[config.mk]
export PLATFORM = sky130hd
export DESIGN_NAME = cnn_mem_arbiter
export DESIGN_NICKNAME = d
export VERILOG_FILES = /design/src/rtl/user_pkg.sv /design/src/rtl/cnn_arb_id_fifo.sv /design/src/rtl/cnn_mem_arbiter.sv
export SDC_FILE = /design/constraint.sdc
export NUM_CORES = 1
export LEC_CHECK = 0
export CAP_MARGIN = 10
export CELL_PAD_IN_SITES_DETAIL_PLACEMENT = 0
export CELL_PAD_IN_SITES_GLOBAL_PLACEMENT = 1
export CORE_ASPECT_RATIO = 0.5
export CORE_MARGIN = 3
export CORE_UTILIZATION = 16
export DETAILED_ROUTE_END_ITERATION = 6
export GPL_ROUTABILITY_DRIVEN = 0
export PLACE_DENSITY_LB_ADDON = 0.1
export SLEW_MARGIN = 20
export SYNTH_ARGS = -nofsm -noshare
export SYNTH_HDL_FRONTEND = slang
export SYNTH_HIERARCHICAL = 1
export SYNTH_SLANG_ARGS = --single-unit
[constraint.sdc]
create_clock -name clk_i -period 3.5 [get_ports clk_i]
set_clock_uncertainty 0.05 [all_clocks]
set_input_delay 0.525 -clock clk_i [delete_from_list [all_inputs] [get_ports clk_i]]
set_output_delay 0.525 -clock clk_i [all_outputs]
set_load 0.05 [all_outputs]
[src/rtl/user_pkg.sv]
// Shared OBI request/response types and arbiter sizing constants.
// Imported by cnn_mem_arbiter and cnn_arb_id_fifo.
package user_pkg;

    localparam int unsigned CnnArbNumReq   = 2;
    localparam int unsigned CnnArbMaxTrans = 2;

    localparam int unsigned ObiAddrW = 32;
    localparam int unsigned ObiDataW = 32;

    typedef struct packed {
        logic                  req;
        logic [ObiAddrW-1:0]   addr;
        logic                  we;
        logic [ObiDataW/8-1:0] be;
        logic [ObiDataW-1:0]   wdata;
    } mgr_obi_req_t;

    typedef struct packed {
        logic                gnt;
        logic                rvalid;
        logic [ObiDataW-1:0] rdata;
        logic                err;
    } mgr_obi_rsp_t;

    // Index width that stays at least one bit for single-entry ranges.
    function automatic int unsigned idx_width(input int unsigned n);
        return (n > 1) ? $clog2(n) : 1;
    endfunction

endpackage

[src/rtl/cnn_arb_id_fifo.sv]
// In-order FIFO of granted requester indices; a pop frees its slot for a
// push in the same cycle, so a full FIFO can accept while draining.
module cnn_arb_id_fifo
    import user_pkg::*;
#(
    parameter int unsigned Depth = 2,
    parameter int unsigned IdW   = 1,
    parameter int unsigned CntW  = $clog2(Depth + 1)
) (
    input  logic            clk_i,
    input  logic            rst_i,
    input  logic            push,
    input  logic [IdW-1:0]  push_id,
    input  logic            pop,
    output logic            full,
    output logic            empty,
    output logic [IdW-1:0]  head,
    output logic [CntW-1:0] count
);

    localparam int unsigned PtrW = idx_width(Depth);

    logic [IdW-1:0]  mem [Depth];
    logic [PtrW-1:0] wr_ptr;
    logic [PtrW-1:0] rd_ptr;
    logic            push_eff;
    logic            pop_eff;

    function automatic logic [PtrW-1:0] next_ptr(input logic [PtrW-1:0] p);
        return (p == PtrW'(Depth - 1)) ? '0 : p + PtrW'(1);
    endfunction

    assign full     = (count == CntW'(Depth));
    assign empty    = (count == '0);
    assign head     = mem[rd_ptr];
    assign pop_eff  = pop && !empty;
    assign push_eff = push && (!full || pop_eff);

    always_ff @(posedge clk_i) begin
        if (rst_i) begin
            wr_ptr <= '0;
            rd_ptr <= '0;
            count  <= '0;
        end else begin
            if (push_eff) begin
                mem[wr_ptr] <= push_id;
                wr_ptr      <= next_ptr(wr_ptr);
            end
            if (pop_eff) begin
                rd_ptr <= next_ptr(rd_ptr);
            end
            unique case ({push_eff, pop_eff})
                2'b10:   count <= count + CntW'(1);
                2'b01:   count <= count - CntW'(1);
                default: count <= count;
            endcase
        end
    end

endmodule

[src/rtl/cnn_mem_arbiter.sv]
// Round-robin OBI arbiter sharing one manager port among NumReq requesters.
// Optional per-requester stall counters when CNN_ARB_STALL_CNT_EN is defined.
module cnn_mem_arbiter
    import user_pkg::*;
#(
    parameter int unsigned NumReq   = CnnArbNumReq,
    parameter int unsigned MaxTrans = CnnArbMaxTrans
) (
    input  logic                      clk_i,
    input  logic                      rst_i,
    input  mgr_obi_req_t [NumReq-1:0] req_i,
    output mgr_obi_rsp_t [NumReq-1:0] rsp_o,
    output mgr_obi_req_t              mgr_req_o,
    input  mgr_obi_rsp_t              mgr_rsp_i,
    output logic                      busy_o
`ifdef CNN_ARB_STALL_CNT_EN
    ,
    output logic [NumReq-1:0][15:0]   stall_cnt_o
`endif
);

    localparam int unsigned IdW  = idx_width(NumReq);
    localparam int unsigned CntW = $clog2(MaxTrans + 1);

    logic [IdW-1:0]  last_q;
    logic [IdW-1:0]  lock_idx_q;
    logic            lock_q;
    logic [IdW-1:0]  rr_idx;
    logic [IdW-1:0]  cand_idx;
    logic            rr_found;
    int unsigned     cand;
    logic [IdW-1:0]  sel_idx;
    logic            sel_valid;
    logic            issue_ok;
    logic            hs;
    logic            pop;
    logic            fifo_full;
    logic            fifo_empty;
    logic [IdW-1:0]  fifo_head;
    logic [CntW-1:0] fifo_count;

    always_comb begin
        rr_idx   = last_q;
        rr_found = 1'b0;
        cand     = 0;
        cand_idx = '0;
        for (int unsigned k = 1; k <= NumReq; k++) begin
            cand     = (32'(last_q) + k) % NumReq;
            cand_idx = IdW'(cand);
            if (!rr_found && req_i[cand_idx].req) begin
                rr_found = 1'b1;
                rr_idx   = cand_idx;
            end
        end
    end

    // A presented-but-ungranted request pins the selection so its payload
    // stays stable, including while the ID FIFO is full.
    assign sel_idx   = lock_q ? lock_idx_q : rr_idx;
    assign sel_valid = req_i[sel_idx].req;
    assign pop       = mgr_rsp_i.rvalid && !fifo_empty && !rst_i;
    assign issue_ok  = !fifo_full || pop;

    always_comb begin
        mgr_req_o     = req_i[sel_idx];
        mgr_req_o.req = sel_valid && issue_ok && !rst_i;
    end

    assign hs     = mgr_req_o.req && mgr_rsp_i.gnt;
    assign busy_o = (fifo_count != '0) && !rst_i;

    always_comb begin
        rsp_o = '0;
        for (int i = 0; i < int'(NumReq); i++) begin
            rsp_o[i].gnt = hs && (sel_idx == IdW'(i));
            if (pop && (fifo_head == IdW'(i))) begin
                rsp_o[i].rvalid = 1'b1;
                rsp_o[i].rdata  = mgr_rsp_i.rdata;
                rsp_o[i].err    = mgr_rsp_i.err;
            end
        end
    end

    always_ff @(posedge clk_i) begin
        if (rst_i) begin
            last_q     <= IdW'(NumReq - 1);
            lock_q     <= 1'b0;
            lock_idx_q <= '0;
        end else begin
            if (hs) begin
                last_q <= sel_idx;
            end
            lock_q     <= sel_valid && !hs;
            lock_idx_q <= sel_idx;
        end
    end

    cnn_arb_id_fifo #(
        .Depth (MaxTrans),
        .IdW   (IdW),
        .CntW  (CntW)
    ) u_id_fifo (
        .clk_i   (clk_i),
        .rst_i   (rst_i),
        .push    (hs),
        .push_id (sel_idx),
        .pop     (pop),
        .full    (fifo_full),
        .empty   (fifo_empty),
        .head    (fifo_head),
        .count   (fifo_count)
    );

`ifdef CNN_ARB_STALL_CNT_EN
    always_ff @(posedge clk_i) begin
        if (rst_i) begin
            stall_cnt_o <= '0;
        end else begin
            for (int i = 0; i < int'(NumReq); i++) begin
                if (req_i[i].req && !rsp_o[i].gnt && (stall_cnt_o[i] != 16'hFFFF)) begin
                    stall_cnt_o[i] <= stall_cnt_o[i] + 16'd1;
                end
            end
        end
    end
`endif

endmodule

==> run summary <==
The number of maximum-capacitance violations came out at 0. The number of levels the H-tree was split into came out at 1. The master of the slowest instance on the critical path is sky130_fd_sc_hd__clkdlybuf4s50_1. The buffering stage count on the worst path with inverters included came out at 2.

The multi-input gate area in the final layout is 0.00175 mm^2. The core region area came out at 0.0129 mm^2. In this run the cell area of the synthesized design comes to roughly 0.0021 mm^2.

The max-slew headroom at the worst pin came out at 0.637. The cell sitting at the root of the clock tree is a sky130_fd_sc_hd__clkbuf_16. The total track usage is 0.135. The critical path arrival came out at 2.59 ns. Of the available clock period, the critical path in the final layout requires 0.905.

The type of destination of the critical path is an output port. The average wire length per cell after detail routing is 16.5 um. The most numerous cell type found on the critical path is sky130_fd_sc_hd__clkdlybuf4s50_1. The net count of the mapped netlist came out at 385.

The peak ir drop on the vdd network is 0.120 mV. Once detail routing completed, the nets flagged for antenna violations numbered 0. The latest clock arrival within the worst-skew pair came out at 0.23 ns. The number of synthesized flops with an enable pin came out at 2. The global-route track usage on met2 came out at 0.252.

After technology mapping, the gate count stands at between 200 and 250. The number of vias after detailed routing came out at 2738. The layout cell share with drive strength beyond 1 came out at 0.437. The height of the die came out at 88.0 um. The horizontal die dimension came out at approximately 170 um. The pre-CTS setup slack came out at 0.359 ns. The clock transition at the registers of the reported paths is ~0.040 ns.

The global routing's busiest layer is met2. The final count of negative-setup-slack endpoints came out at 0. The type of the setup path with the least slack is primary input to output port. The Yosys step of the flow raised 6 warnings. The post-synthesis async set-or-reset flop share came out at 0.

The number of instances on the worst hold path is 2. Once layout is done, the placed cells without fillers occupy approximately 0.0068 mm^2. The worst path setup slack after routing is about 0.33 ns. In this run the deepest clock path goes through 2 buffers. Entering global routing, the biggest net connects 36 pins. The top fanout value on the critical path came out at 4. The flow ran to the end, and the final reports show no timing, DRC or antenna violations. The final critical delay including setup and external delays is approximately 3.2 ns. The peak clock frequency supported by timing came out at 0.316 GHz. The half-perimeter wire length of the detailed placement result came out at 10100 um. The total power per unit cell area came out at 250 mW/mm^2. The count of cell instances traversed by the critical path came out at 5.

The count of final max-slew check failures was 0. A synthesized cell averages 10.4 um^2. After clock tree synthesis, the setup repair step added 0 buffers.

The count of buffers added on input and output ports is around 320. The via count of the first global-routing pass came to 2632. On the critical path the largest part of the delay comes from buffers and inverters. The quantity of hold-fixing buffers added after cts is 0.

The overall routed net length is 11400 um. After filler insertion, the fill cell instance count of the layout stands at 1096. The number of CTS-inserted buffers came out at 3.

The initial antenna violation count came to 0. The number of unique standard cell types used by synthesis came out at 32. The number of hold violations in the final report was 0. The number of nets in the layout came out at 698. In the global route stage, met3 resource usage came out at 0.0500. The area of the die came out at 0.0149 mm^2. The total grt overflow is 0. The accumulated negative setup slack is 0 ns. The number of primary I/O pins came out at 318. The count of antenna diodes in the layout is 0. The number of clock sinks is 10. The post-synthesis register bit count came out at 10.

The proportion of synthesized chip area in sequential cells is 0.102. The leakage power of the design is 3.02 nW. Traced cell by cell, the critical path runs through clkdlybuf4s50_1, nand2b_1, a21boi_0, and4_2, clkdlybuf4s50_1.

The number of placement rows is 29. STA classifies the critical path startpoint as a primary input. The tightest min-delay check is of the register to register type. The DRC violations left is 0.

The first-pass iteration count of the detailed router is 4. The area taken by flip-flops and latches came out at 220 um^2. The initial cell density of the core is 0.167. The slew at the pin closest to its max-slew limit is 0.544 ns.

For this run, the leading register cell type out of synthesis is sky130_fd_sc_hd__dfxtp_1. TritonCTS built the clock tree. The required time reported for the critical path endpoint is 2.92 ns. The iteration-0 DRC count of the detailed router came out at 71. Counting cells, the worst reg-to-reg path comes to 8. The area growth from synthesis to layout is 217%. The met1 demand-to-capacity share in global routing came out at 0.154. The global-route wire length before repair came out at 15800 um. The peak per-stage delay on the critical path is 0.81 ns. The number of gates resized after CTS is 0. The cell area after placement is 0.00673 mm^2. Setup repair after global routing left no endpoint under its margin. The detailed-route vias per instance is 3.97.
registers in the layout (all words and copies together) (netlist names), named ones only:
register	flops
u_id_fifo/mem	2
u_id_fifo/rd_ptr	1
lock_idx_q	1
u_id_fifo/wr_ptr	1
lock_q	1
last_q	1
u_id_fifo/count	2
worst paths after layout:
kind,from,end,slack [ns]
worst max-delay path,mgr_rsp_i[33],rsp_o[34],0.33
worst min-delay path,u_id_fifo/rd_ptr,u_id_fifo/rd_ptr,0.46
worst max register to register,u_id_fifo/count[0],u_id_fifo/count[1],1.13
worst min register to register,u_id_fifo/rd_ptr,u_id_fifo/rd_ptr,0.46
cells in the mapped netlist (2+ instances only):
cell                       instances  share of area
sky130_fd_sc_hd__mux2_2            3          0.016
sky130_fd_sc_hd__and3_1           33          0.096
sky130_fd_sc_hd__nand2b_1          3         0.0087
sky130_fd_sc_hd__mux2_4           68           0.47
sky130_fd_sc_hd__and2_1           36           0.10
sky130_fd_sc_hd__xnor2_1           2         0.0082
sky130_fd_sc_hd__clkbuf_1          8          0.014
sky130_fd_sc_hd__a21boi_0          2         0.0070
sky130_fd_sc_hd__nor2_1            9          0.016
sky130_fd_sc_hd__edfxtp_1          2          0.028
sky130_fd_sc_hd__dfxtp_1           8          0.075
sky130_fd_sc_hd__o21ai_0           2         0.0047
sky130_fd_sc_hd__a21oi_1           5          0.012
sky130_fd_sc_hd__inv_1             2         0.0035
sky130_fd_sc_hd__buf_12            7          0.065
worst register-to-register path, cell delays in order (launching register included):
cell,delay [ns]
sky130_fd_sc_hd__dfxtp_1,0.43
sky130_fd_sc_hd__nor2_1,0.06
sky130_fd_sc_hd__nand2b_1,0.20
sky130_fd_sc_hd__a21boi_0,0.40
sky130_fd_sc_hd__and2_1,0.23
sky130_fd_sc_hd__o21ai_2,0.09
sky130_fd_sc_hd__ha_1,0.35
sky130_fd_sc_hd__or3_1,0.35
sky130_fd_sc_hd__a21oi_1,0.13
through the flow:
stage / utilization / power, mW / cells / hold slack (ns)
after floorplan: - / 0.826 / 207 / 0.431
after global placement: 0.522 / 1.51 / 685 / 0.449
after detailed placement: 0.522 / 1.51 / 685 / 0.458
after CTS: 0.528 / 1.72 / 689 / 0.467
after global routing: 0.528 / 1.76 / 689 / 0.507
final: 0.528 / 1.70 / 689 / 0.463
cell families after synthesis:
group / Yosys count / synth area share
simple gates: 89 / 0.257
mux: 71 / 0.491
buf+inv: 19 / 0.0867
compound gates: 14 / 0.0448
flops: 10 / 0.102
xor+xnor: 3 / 0.0122
fa+ha+maj: 1 / 0.00582
cell usage in the layout, fill, tap and decap left out, types with 2 or more instances in the layout:
master                            Yosys  layout
sky130_fd_sc_hd__clkdlybuf4s50_1      0     179
sky130_fd_sc_hd__buf_12               7     132
sky130_fd_sc_hd__mux2_4              68      68
sky130_fd_sc_hd__and2_1              36      36
sky130_fd_sc_hd__and3_1              33      33
sky130_fd_sc_hd__buf_4                0      14
sky130_fd_sc_hd__nor2_1               9       8
sky130_fd_sc_hd__dfxtp_1              8       8
sky130_fd_sc_hd__a21oi_1              5       5
sky130_fd_sc_hd__nand2b_1             3       3
sky130_fd_sc_hd__mux2_2               3       3
sky130_fd_sc_hd__clkbuf_16            0       3
sky130_fd_sc_hd__a21boi_0             2       2
sky130_fd_sc_hd__inv_1                2       2
sky130_fd_sc_hd__o21ai_0              2       2
sky130_fd_sc_hd__xnor2_1              2       2
sky130_fd_sc_hd__edfxtp_1             2       2
final cells by class:
cell class,instances,share of cell area
clock buffers,4,0.0116
multi-input cells,178,0.257
repair buffers,325,0.667
well taps,170,0.0313
inverters,2,0.00110
flip-flops and latches,10,0.0324
layer usage:
metal,vias up,part of all wire
met3,4,0.10
met4,0,0.0036
met2,132,0.53
li1,1363,-
met1,1239,0.37
met5,-,0
power by group:
group          total (mW)  switching, mW  internal, mW
Sequential          0.130        0.00578         0.125
Clock               0.201         0.0484         0.152
Combinational        1.37          0.623         0.748
Total                1.70          0.677          1.03
(Power assumes the default switching activity.)
